<file path="config.mk">
export PLATFORM = sky130hd
export DESIGN_NAME = mem_access_stage_flat
export DESIGN_NICKNAME = d
export VERILOG_FILES = /design/src/rtl/mem_access_stage_if.sv /design/src/rtl/mem_access_stage.sv /design/src/flat_wrapper.sv
export SDC_FILE = /design/constraint.sdc
export NUM_CORES = 1
export LEC_CHECK = 0
export BUFFER_PORTS_ARGS = -buffer_cell sky130_fd_sc_hd__buf_4
export CORE_MARGIN = 2
export CORE_UTILIZATION = 40
export DETAILED_ROUTE_END_ITERATION = 7
export PLACE_DENSITY_LB_ADDON = 0.05
export SLEW_MARGIN = 20
export SYNTH_ARGS = -nofsm -noshare
export SYNTH_HDL_FRONTEND = slang
export SYNTH_SLANG_ARGS = --single-unit
</file>
<file path="constraint.sdc">
create_clock -name clk -period 1.9 [get_ports clk]
set_input_delay 0.38 -clock clk [delete_from_list [all_inputs] [get_ports clk]]
set_output_delay 0.38 -clock clk [all_outputs]
set_load 0.02 [all_outputs]
</file>
<file path="src/rtl/mem_access_stage_if.sv">
// Data-memory request/ready port of the MEM stage.
// The stage is the master; the memory answers on the slave side.
interface mem_access_stage_if;
  logic        dmem_req;
  logic        dmem_we;
  logic [31:0] dmem_addr;
  logic [3:0]  dmem_wstrb;
  logic [31:0] dmem_wdata;
  logic [31:0] dmem_rdata;
  logic        dmem_ready;

  modport master (
    output dmem_req, dmem_we, dmem_addr,
    output dmem_wstrb, dmem_wdata,
    input  dmem_rdata, dmem_ready
  );

  modport slave (
    input  dmem_req, dmem_we, dmem_addr,
    input  dmem_wstrb, dmem_wdata,
    output dmem_rdata, dmem_ready
  );
endinterface

</file>
<file path="src/rtl/mem_access_stage.sv">
// MEM stage: EX/MEM and MEM/WB registers, aligned data-memory
// access with wait/timeout handling and load extension.
module mem_access_stage #(
  parameter int TIMEOUT = 16
) (
  input  logic        clk,
  input  logic        reset,
  input  logic [31:0] ALU_OUT_EX,
  input  logic [31:0] REG_DATA2_EX_FINAL,
  input  logic [4:0]  RD_EX,
  input  logic [2:0]  FUNCT3_EX,
  input  logic        RegWrite_EX,
  input  logic        MemtoReg_EX,
  input  logic        MemRead_EX,
  input  logic        MemWrite_EX,
  mem_access_stage_if.master bus,
  output logic        stall_MEM,
  output logic        misalign_MEM,
  output logic        bus_err_MEM,
  output logic [31:0] ALU_OUT_MEM,
  output logic [4:0]  RD_MEM,
  output logic        RegWrite_MEM,
  output logic [31:0] ALU_DATA_WB,
  output logic [4:0]  RD_WB,
  output logic        RegWrite_WB
);

  typedef enum logic {IDLE, ACCESS} state_t;

  state_t      state, state_nxt;
  logic [31:0] wsrc;
  logic [2:0]  f3;
  logic        m2r, mr, mw;
  logic [7:0]  wait_cnt;
  logic        req, abort;
  logic        mem_op, fault, ex_legal;
  logic [1:0]  a;
  logic [3:0]  lanes;
  logic [31:0] wd, ldata;
  logic [7:0]  bsel;
  logic [15:0] hsel;

  // size/alignment legality; stores only allow 000/001/010
  function automatic logic legal(
    input logic       rd,
    input logic       wr,
    input logic [2:0] fn,
    input logic [1:0] ad
  );
    logic ok;
    case (fn)
      3'b000:  ok = 1'b1;
      3'b001:  ok = ~ad[0];
      3'b010:  ok = (ad == 2'b00);
      3'b100:  ok = ~wr;
      3'b101:  ok = ~wr & ~ad[0];
      default: ok = 1'b0;
    endcase
    return (rd | wr) & ok;
  endfunction

  assign a        = ALU_OUT_MEM[1:0];
  assign mem_op   = mr | mw;
  assign fault    = mem_op & ~legal(mr, mw, f3, a);
  assign ex_legal = legal(MemRead_EX, MemWrite_EX,
                          FUNCT3_EX, ALU_OUT_EX[1:0]);

  // EX/MEM register, frozen while the access is outstanding
  always_ff @(posedge clk) begin
    if (reset) begin
      ALU_OUT_MEM  <= '0;
      wsrc         <= '0;
      RD_MEM       <= '0;
      f3           <= '0;
      RegWrite_MEM <= 1'b0;
      m2r          <= 1'b0;
      mr           <= 1'b0;
      mw           <= 1'b0;
    end else if (!stall_MEM) begin
      ALU_OUT_MEM  <= ALU_OUT_EX;
      wsrc         <= REG_DATA2_EX_FINAL;
      RD_MEM       <= RD_EX;
      f3           <= FUNCT3_EX;
      RegWrite_MEM <= RegWrite_EX;
      m2r          <= MemtoReg_EX;
      mr           <= MemRead_EX;
      mw           <= MemWrite_EX;
    end
  end

  // state register
  always_ff @(posedge clk) begin
    if (reset) state <= IDLE;
    else       state <= state_nxt;
  end

  // next state, request, stall and timeout abort
  always_comb begin
    state_nxt = state;
    req       = 1'b0;
    abort     = 1'b0;
    stall_MEM = 1'b0;
    case (state)
      IDLE: state_nxt = ex_legal ? ACCESS : IDLE;
      ACCESS: begin
        req       = 1'b1;
        abort     = ~bus.dmem_ready &
                    (wait_cnt == 8'(TIMEOUT - 1));
        stall_MEM = ~bus.dmem_ready & ~abort;
        if (!stall_MEM)
          state_nxt = ex_legal ? ACCESS : IDLE;
      end
      default: state_nxt = IDLE;
    endcase
  end

  // wait counter: restarts whenever the stage advances
  always_ff @(posedge clk) begin
    if (reset || !stall_MEM) wait_cnt <= '0;
    else                     wait_cnt <= wait_cnt + 8'd1;
  end

  // store lane enables and replicated write data
  always_comb begin
    lanes = 4'b1111;
    wd    = wsrc;
    case (f3[1:0])
      2'b00: begin
        lanes = 4'b0001 << a;
        wd    = {4{wsrc[7:0]}};
      end
      2'b01: begin
        lanes = a[1] ? 4'b1100 : 4'b0011;
        wd    = {2{wsrc[15:0]}};
      end
      default: ;
    endcase
  end

  // load lane select and sign/zero extension
  always_comb begin
    case (a)
      2'd0:    bsel = bus.dmem_rdata[7:0];
      2'd1:    bsel = bus.dmem_rdata[15:8];
      2'd2:    bsel = bus.dmem_rdata[23:16];
      default: bsel = bus.dmem_rdata[31:24];
    endcase
    hsel = a[1] ? bus.dmem_rdata[31:16]
                : bus.dmem_rdata[15:0];
    case (f3)
      3'b000:  ldata = {{24{bsel[7]}}, bsel};
      3'b001:  ldata = {{16{hsel[15]}}, hsel};
      3'b100:  ldata = {24'b0, bsel};
      3'b101:  ldata = {16'b0, hsel};
      default: ldata = bus.dmem_rdata;
    endcase
  end

  assign bus.dmem_req   = req;
  assign bus.dmem_we    = mw;
  assign bus.dmem_addr  = {ALU_OUT_MEM[31:2], 2'b00};
  assign bus.dmem_wstrb = (req & mw) ? lanes : 4'b0000;
  assign bus.dmem_wdata = wd;
  assign misalign_MEM   = fault;
  assign bus_err_MEM    = abort;

  // MEM/WB register; a stall inserts a bubble
  always_ff @(posedge clk) begin
    if (reset) begin
      ALU_DATA_WB <= '0;
      RD_WB       <= '0;
      RegWrite_WB <= 1'b0;
    end else if (stall_MEM) begin
      RegWrite_WB <= 1'b0;
    end else begin
      ALU_DATA_WB <= m2r ? ldata : ALU_OUT_MEM;
      RD_WB       <= RD_MEM;
      RegWrite_WB <= RegWrite_MEM & ~fault & ~abort;
    end
  end

endmodule
</file>
<file path="src/flat_wrapper.sv">
// flat-port wrapper written by rule: the top's interface ports become plain ports
module mem_access_stage_flat 
#(
  parameter int TIMEOUT = 16
)
  (clk, reset, ALU_OUT_EX, REG_DATA2_EX_FINAL, RD_EX, FUNCT3_EX, RegWrite_EX, MemtoReg_EX, MemRead_EX, MemWrite_EX, stall_MEM, misalign_MEM, bus_err_MEM, ALU_OUT_MEM, RD_MEM, RegWrite_MEM, ALU_DATA_WB, RD_WB, RegWrite_WB, bus_dmem_req, bus_dmem_we, bus_dmem_addr, bus_dmem_wstrb, bus_dmem_wdata, bus_dmem_rdata, bus_dmem_ready);
  mem_access_stage_if bus_i ();
  input  logic clk;
  input  logic reset;
  input  logic [31:0] ALU_OUT_EX;
  input  logic [31:0] REG_DATA2_EX_FINAL;
  input  logic [4:0] RD_EX;
  input  logic [2:0] FUNCT3_EX;
  input  logic RegWrite_EX;
  input  logic MemtoReg_EX;
  input  logic MemRead_EX;
  input  logic MemWrite_EX;
  output logic stall_MEM;
  output logic misalign_MEM;
  output logic bus_err_MEM;
  output logic [31:0] ALU_OUT_MEM;
  output logic [4:0] RD_MEM;
  output logic RegWrite_MEM;
  output logic [31:0] ALU_DATA_WB;
  output logic [4:0] RD_WB;
  output logic RegWrite_WB;
  output wire logic [$bits(bus_i.dmem_req)-1:0] bus_dmem_req;
  output wire logic [$bits(bus_i.dmem_we)-1:0] bus_dmem_we;
  output wire logic [$bits(bus_i.dmem_addr)-1:0] bus_dmem_addr;
  output wire logic [$bits(bus_i.dmem_wstrb)-1:0] bus_dmem_wstrb;
  output wire logic [$bits(bus_i.dmem_wdata)-1:0] bus_dmem_wdata;
  input wire logic [$bits(bus_i.dmem_rdata)-1:0] bus_dmem_rdata;
  input wire logic [$bits(bus_i.dmem_ready)-1:0] bus_dmem_ready;
  assign bus_dmem_req = bus_i.dmem_req;
  assign bus_dmem_we = bus_i.dmem_we;
  assign bus_dmem_addr = bus_i.dmem_addr;
  assign bus_dmem_wstrb = bus_i.dmem_wstrb;
  assign bus_dmem_wdata = bus_i.dmem_wdata;
  assign bus_i.dmem_rdata = bus_dmem_rdata;
  assign bus_i.dmem_ready = bus_dmem_ready;
  mem_access_stage #(.TIMEOUT(TIMEOUT)) u_core (.clk(clk), .reset(reset), .ALU_OUT_EX(ALU_OUT_EX), .REG_DATA2_EX_FINAL(REG_DATA2_EX_FINAL), .RD_EX(RD_EX), .FUNCT3_EX(FUNCT3_EX), .RegWrite_EX(RegWrite_EX), .MemtoReg_EX(MemtoReg_EX), .MemRead_EX(MemRead_EX), .MemWrite_EX(MemWrite_EX), .bus(bus_i), .stall_MEM(stall_MEM), .misalign_MEM(misalign_MEM), .bus_err_MEM(bus_err_MEM), .ALU_OUT_MEM(ALU_OUT_MEM), .RD_MEM(RD_MEM), .RegWrite_MEM(RegWrite_MEM), .ALU_DATA_WB(ALU_DATA_WB), .RD_WB(RD_WB), .RegWrite_WB(RegWrite_WB));
endmodule
</file>
==> impl_metrics.tcl, run 1 <==
set metrics [dict create \
    status "finished, violations left" \
    violations "negative setup slack" \
    wl_met1_um 9830 \
    route.met3.wl_um 1740 \
    wl_met2_um 10800 \
    power_leakage_nw 4.24 \
    route.detailed.drc 0 \
    fin_area_mm2 0.00926 \
    io_buffers 257 \
    netlist.area_leader.share_pct 41.9 \
    synth_seq_cells 123 \
    drt_wl_total_um 22800 \
    hold_viol_final 0 \
    gp_congestion 0.871 \
    synth.top_cells.by_count "nand2_1 (210), dfxtp_1 (123), a21oi_1 (90)" \
    period_needed_ns 2.10 \
    initial_core_util_pct 40.7 \
    synth_top_area_cell "dfxtp_1" \
    fin_skew_ns 0.00754 \
    cts_tree "built" \
    die-area_mm2 0.0157 \
    clockBufferDepth 2 \
    coreArea_mm2 0.0144 \
    fin_tns_setup_ns -0.541 \
    drt_iter0_drc 473 \
    die_h_um 125 \
    antenna_found_initial 0 \
    cts_hold_buf 0 \
    yosysUniqueCellTypes 48 \
    syn_area_per_cell_um2 7.83 \
    critPathRequiredTime_ns 1.52 \
    holdWs_ns 0.205 \
    grt_pass1_wl_um 31300 \
    slew_viol_final 0 \
    drive_above_1_share_pct 40.6 \
    pre_cts_slack_ns -0.0387 \
    ant_nets 0 \
    grt_pass1_vias 5893 \
    irDropWorstVdd_mv 0.669 \
    dp_cells 1137 \
    grt_use_total_pct 24.9 \
    ys_top_cells_by_area "dfxtp_1 (42%), nand2_1 (13%), a21oi_1 (7.7%), buf_4 (5.2%), o21ai_0 (4.3%)" \
    netlist_instances 750 \
    synth_flop_cell "dfxtp_1" \
    cts_htree_levels 4 \
    synth_edf_count 0 \
    critPathCaptureType "primary output" \
    diodes 0 \
    pin_count 260 \
    dpl_cell_area_mm2 0.00792 \
    cts.sinks 123 \
    ys_warn_count 0 \
    ys_seq_area_share_pct 41.9 \
    via_per_inst 5.33 \
    worstPathArrival_ns 1.72 \
    path_clk_slew_ns 0.06 \
    routedWlPerCell_um 19.0 \
    first_pass_iters 6 \
    yosysMostFrequentCell "nand2_1" \
    syn_area_mm2 0.00587 \
    num_vias 6394 \
    critPathMaxFanout 3 \
    maxCapViolCount 0 \
    grt_max_degree 46 \
    rsz0062_at_grt "yes" \
    setup_violations 14 \
    pwr_density_cell_mw_per_mm2 867 \
    period_share_pct 111 \
    clock_latency_ns 0.43 \
    path_class "flip-flop to primary output" \
    grt-ovfl-total 0 \
    async_flop_share_pct 0 \
    final_cells 1200 \
    cts-root-buf "clkbuf_16" \
    cts_buffers 17 \
    nNetsFinal 1117 \
    area_delta_synth_final_pct 57.7 \
    critPathLaunchType "flip-flop" \
    hpwl_um 14700 \
    die_width_um 125 \
    fp-row-count 44 \
    finalWorstSetupSlack_ns -0.204 \
    hold_path_class "input pin to flip-flop" \
    max_freq_mhz 475 \
    top_layer_used "met4" \
]
[timing repair]
item                       in CTS  in global routing
pin swaps                       7                 10
hold endpoints to repair        0                  0
setup endpoints to repair      34                119
buffers inserted               12                 11
resized for setup              39                 43
gates cloned                    1                 11
[power breakdown]
| part | internal [mW] | switching, mW | leakage [nW] |
|---|---|---|---|
| clock | 2.21 | 1.15 | 0.301 |
| combinational | 0.852 | 0.901 | 2.92 |
| sequential | 2.75 | 0.157 | 1.02 |
[layer usage]
metal	vias up	track usage, %
met3	39	8.26
met1	3009	32.0
met5	-	0
li1	3067	-
met2	279	40.0
met4	0	7.45
[area by class of cell]
type / count / area, um^2
Fill cell: 1231 / 5160
Clock inverter: 7 / 113
Timing Repair Buffer: 333 / 2870
Tap cell: 184 / 230
Multi-Input combinational cell: 523 / 3030
Sequential cell: 123 / 2480
Inverter: 7 / 36.3
Clock buffer: 23 / 498
[cell families (layout without fill, tap and decap cells)]
kind of cell	Yosys count	in the layout	share of synthesized area [%]
compound gates	214	214	22.9
simple gates	271	271	18.9
mux	29	29	5.71
other cells	1	2	0.0639
fa+ha+maj	1	1	0.213
flops	123	123	41.9
buf+inv	105	370	9.38
xor+xnor	6	6	0.895
[per-stage QoR]
stage | util (%) | total power [mW]
finish | 64.2 | 8.03
global route | 64.2 | 8.31
CTS | 60.8 | 7.90
detailed placement | 54.9 | 4.49
global placement | 54.9 | 4.47
floorplan | - | 3.78
[placed cells by master, fill, tap and decap left out, types with 3 or more instances in the layout]
cell type  count
clkinv_2       3
nand3_1        9
dfxtp_1      118
and3_1         3
buf_8          4
nand3b_1       3
nor2b_1        4
nor2_1        17
nand2b_1       7
buf_4        288
mux2_2         8
mux2i_1        7
clkbuf_16     25
nand2_1      210
buf_12         8
dfxtp_4        4
buf_6         23
bufinv_16      3
xnor2_1        4
inv_1          5
nor2_4         3
mux2_4         8
o41ai_1        3
a2bb2oi_1     16
a22o_1        22
a221oi_1      10
o21a_1         3
a21oi_1       87
o21ai_1        8
clkbuf_8       5
o21ai_0       41
nor3_1         4
mux2i_2        3
[flip-flops by register name, indices dropped and copies added (netlist names)]
signal / count
u_core.ALU_DATA_WB: 32
u_core.ALU_OUT_MEM: 32
u_core.RD_MEM: 5
u_core.RD_WB: 5
u_core.RegWrite_MEM: 1
u_core.RegWrite_WB: 1
u_core.bus.dmem_we: 1
u_core.f3: 3
u_core.m2r: 1
u_core.mr: 1
u_core.state: 1
u_core.wait_cnt: 8
u_core.wsrc: 32
[worst max-delay path: stages, from the launching register on]
cell      delay, ns
dfxtp_1        0.31
or4_4          0.57
o21ai_4        0.21
clkinv_4       0.07
buf_6          0.13
[path summary, 6_finish.rpt]
path,from,endpoint,slack (ns),depth (start not counted)
hold / removal,ALU_OUT_EX[3],u_core.ALU_OUT_MEM[3],0.21,3
setup reg to reg,u_core.wait_cnt[5],u_core.ALU_OUT_MEM[5],-0.03,7
hold reg to reg,u_core.wait_cnt[0],u_core.wait_cnt[0],0.45,1
setup / recovery,u_core.wait_cnt[5],stall_MEM,-0.20,4
(Power assumes the default switching activity.)
==> inputs of run 2 (changes only) <==
Settings changed: MAX_ROUTING_LAYER set to met4.
==> run 2 against run 1 <==
  * Via count barely moved
  * Register-to-register slack improved by 0.07 ns
  * The flow still finishes with violations (negative setup slack)
  * Sequential share of layout area decreased by 0.094 points
  * Clock-buffer cell count is 3 lower
  * Critical endpoint unchanged
  * Worst setup slack improved by 0.054 ns
  * Fmax increased by 2.6%
  * Cell area is 0.35% higher
  * Combinational power about the same
==> impl_metrics.tcl, run 2 (same netlist as run 1, synthesis figures left out) <==
set metrics [dict create \
    status "finished, violations left" \
    violations "negative setup slack" \
    diodes 0 \
    path_class "flip-flop to primary output" \
    hp-start "ALU_OUT_EX[17]" \
    coreArea_mm2 0.0144 \
    r2r_start "u_core.ALU_OUT_MEM[1]" \
    pin_count 260 \
    dpl_cell_area_mm2 0.00791 \
    maxCapViolCount 0 \
    ant_nets 0 \
    regToRegSetupSlack_ns 0.04 \
    post-route-util_pct 64.4 \
    reg2reg_to "u_core.ALU_DATA_WB[27]" \
    antenna_found_initial 0 \
    clockBufferDepth 2 \
    grt_use_total_pct 26.3 \
    grt_pass1_wl_um 32100 \
    drt_iter0_drc 425 \
    slew_viol_final 0 \
    fin_area_mm2 0.00929 \
    route.detailed.drc 0 \
    cts.sinks 123 \
    grt-ovfl-total 0 \
    routedWlPerCell_um 18.7 \
    die_h_um 125 \
    gp_congestion 0.870 \
    area_delta_synth_final_pct 58.3 \
    irDropWorstVdd_mv 0.613 \
    die_width_um 125 \
    reg2reg_depth 5 \
    first_pass_iters 6 \
    clock_latency_ns 0.42 \
    crit_slowest_cell "or4_4" \
    holdPathStages 3 \
    path_clk_slew_ns 0.06 \
    critPathRequiredTime_ns 1.52 \
    drt_wl_total_um 22500 \
    cts-root-buf "clkbuf_16" \
    fin_skew_ns 0.00654 \
    cts_htree_levels 4 \
    setup_violations 9 \
    drive_above_1_share_pct 40.4 \
    hold_path_class "input pin to flip-flop" \
    nNetsFinal 1116 \
    pwr_density_cell_mw_per_mm2 879 \
    max_freq_mhz 488 \
    hpwl_um 14800 \
    critPathLaunchType "flip-flop" \
    worstPathArrival_ns 1.67 \
    grt_pass1_vias 5965 \
    initial_core_util_pct 40.7 \
    rsz0062_at_grt "yes" \
    period_share_pct 108 \
    mostFrequentLayoutCell "buf_4" \
    cts_buffers 17 \
    hold_viol_final 0 \
    hold_path_end "u_core.ALU_OUT_MEM[17]" \
    fill_cells 1312 \
    critPathMaxFanout 3 \
    period_needed_ns 2.05 \
    power_leakage_nw 4.26 \
    critPathCaptureType "primary output" \
    cpPeakStageDelay_ns 0.56 \
    die-area_mm2 0.0157 \
    io_buffers 257 \
    fp-row-count 44 \
    top_regs "u_core.ALU_DATA_WB (32), u_core.ALU_OUT_MEM (32), u_core.wsrc (32)" \
    finalWorstSetupSlack_ns -0.150 \
    cts_tree "built" \
    grt_max_degree 61 \
    via_per_inst 5.33 \
    num_vias 6396 \
    cts_hold_buf 0 \
    final_cell_mix "buf_4 (291), nand2_1 (210), dfxtp_1 (118), a21oi_1 (87), o21ai_0 (41)" \
    worstPathCellList "or4_4, o21ai_4, clkinv_4, buf_6" \
]
-- run 2: cell types whose count changed in the layout (fill, tap and decap cells not counted), moves of 3 or more --
| cell | before | now |
|---|---|---|
| buf_4 | 288 | 291 |
| buf_6 | 23 | 18 |
| buf_8 | 4 | 1 |
| clkbuf_8 | 5 | 0 |
-- run 2: per-stage QoR --
step	instances	hold slack, ns	power (mW)	setup WS (ns)	TNS (ns)
4_1_cts	1180	0.199	8.08	-0.196	-0.550
6_report	1201	0.214	8.17	-0.150	-0.398
2_1_floorplan	751	0.413	3.78	-0.00817	-0.0490
5_1_grt	1201	0.210	8.47	-0.217	-0.907
3_3_place_gp	1136	0.428	4.46	0.0166	0
3_5_place_dp	1136	0.432	4.49	-0.0154	-0.0154
-- run 2: worst max path at each step --
stage / startpoint / endpoint / depth (start not counted)
2_1_floorplan: u_core.f3[0] / bus_dmem_wdata[24] / 5
3_3_place_gp: bus_dmem_rdata[23] / u_core.ALU_DATA_WB[9] / 6
3_5_place_dp: bus_dmem_rdata[23] / u_core.ALU_DATA_WB[9] / 6
4_1_cts: u_core.wait_cnt[4] / stall_MEM / 4
5_1_grt: u_core.wait_cnt[5] / bus_err_MEM / 3
6_report: u_core.wait_cnt[5] / stall_MEM / 4
-- run 2: where the power goes --
| part | leakage [nW] | internal [mW] | switching, mW |
|---|---|---|---|
| clock | 0.300 | 2.32 | 1.18 |
| combinational | 2.94 | 0.861 | 0.898 |
| sequential | 1.02 | 2.75 | 0.153 |
| total | 4.26 | 5.93 | 2.24 |
-- run 2: layout make-up --
class | instances | area [um^2] | area share, %
clock buffers | 20 | 437 | 4.70
clock inverters | 12 | 196 | 2.11
inverters | 7 | 33.8 | 0.364
multi-input cells | 523 | 3020 | 32.5
flip-flops and latches | 123 | 2480 | 26.7
well taps | 184 | 230 | 2.48
repair buffers | 332 | 2900 | 31.2
-- run 2: repair_timing --
action                                 CTS  global route
setup buffers                           10            13
setup endpoints to repair               31           116
gates resized for setup                 48            27
endpoints found under the hold margin    0             0
gates cloned                             2            10
pin swaps                                8            11
-- run 2: layer usage --
layer / vias to the layer above / GRT usage [%] / share of wire (%)
li1: 3060 / - / -
met1: 2999 / 33.5 / 44
met2: 293 / 40.9 / 46
met3: 44 / 6.20 / 7.4
met4: 0 / 9.61 / 2.6
met5: - / - / 0
-- run 2: worst max-delay path, delay by kind of cell, from the launching register on --
| kind | cells | cell delay (ns) |
|---|---|---|
| flops | 1 | 0.31 |
| buf+inv | 2 | 0.20 |
| simple gates | 1 | 0.56 |
| compound gates | 1 | 0.18 |
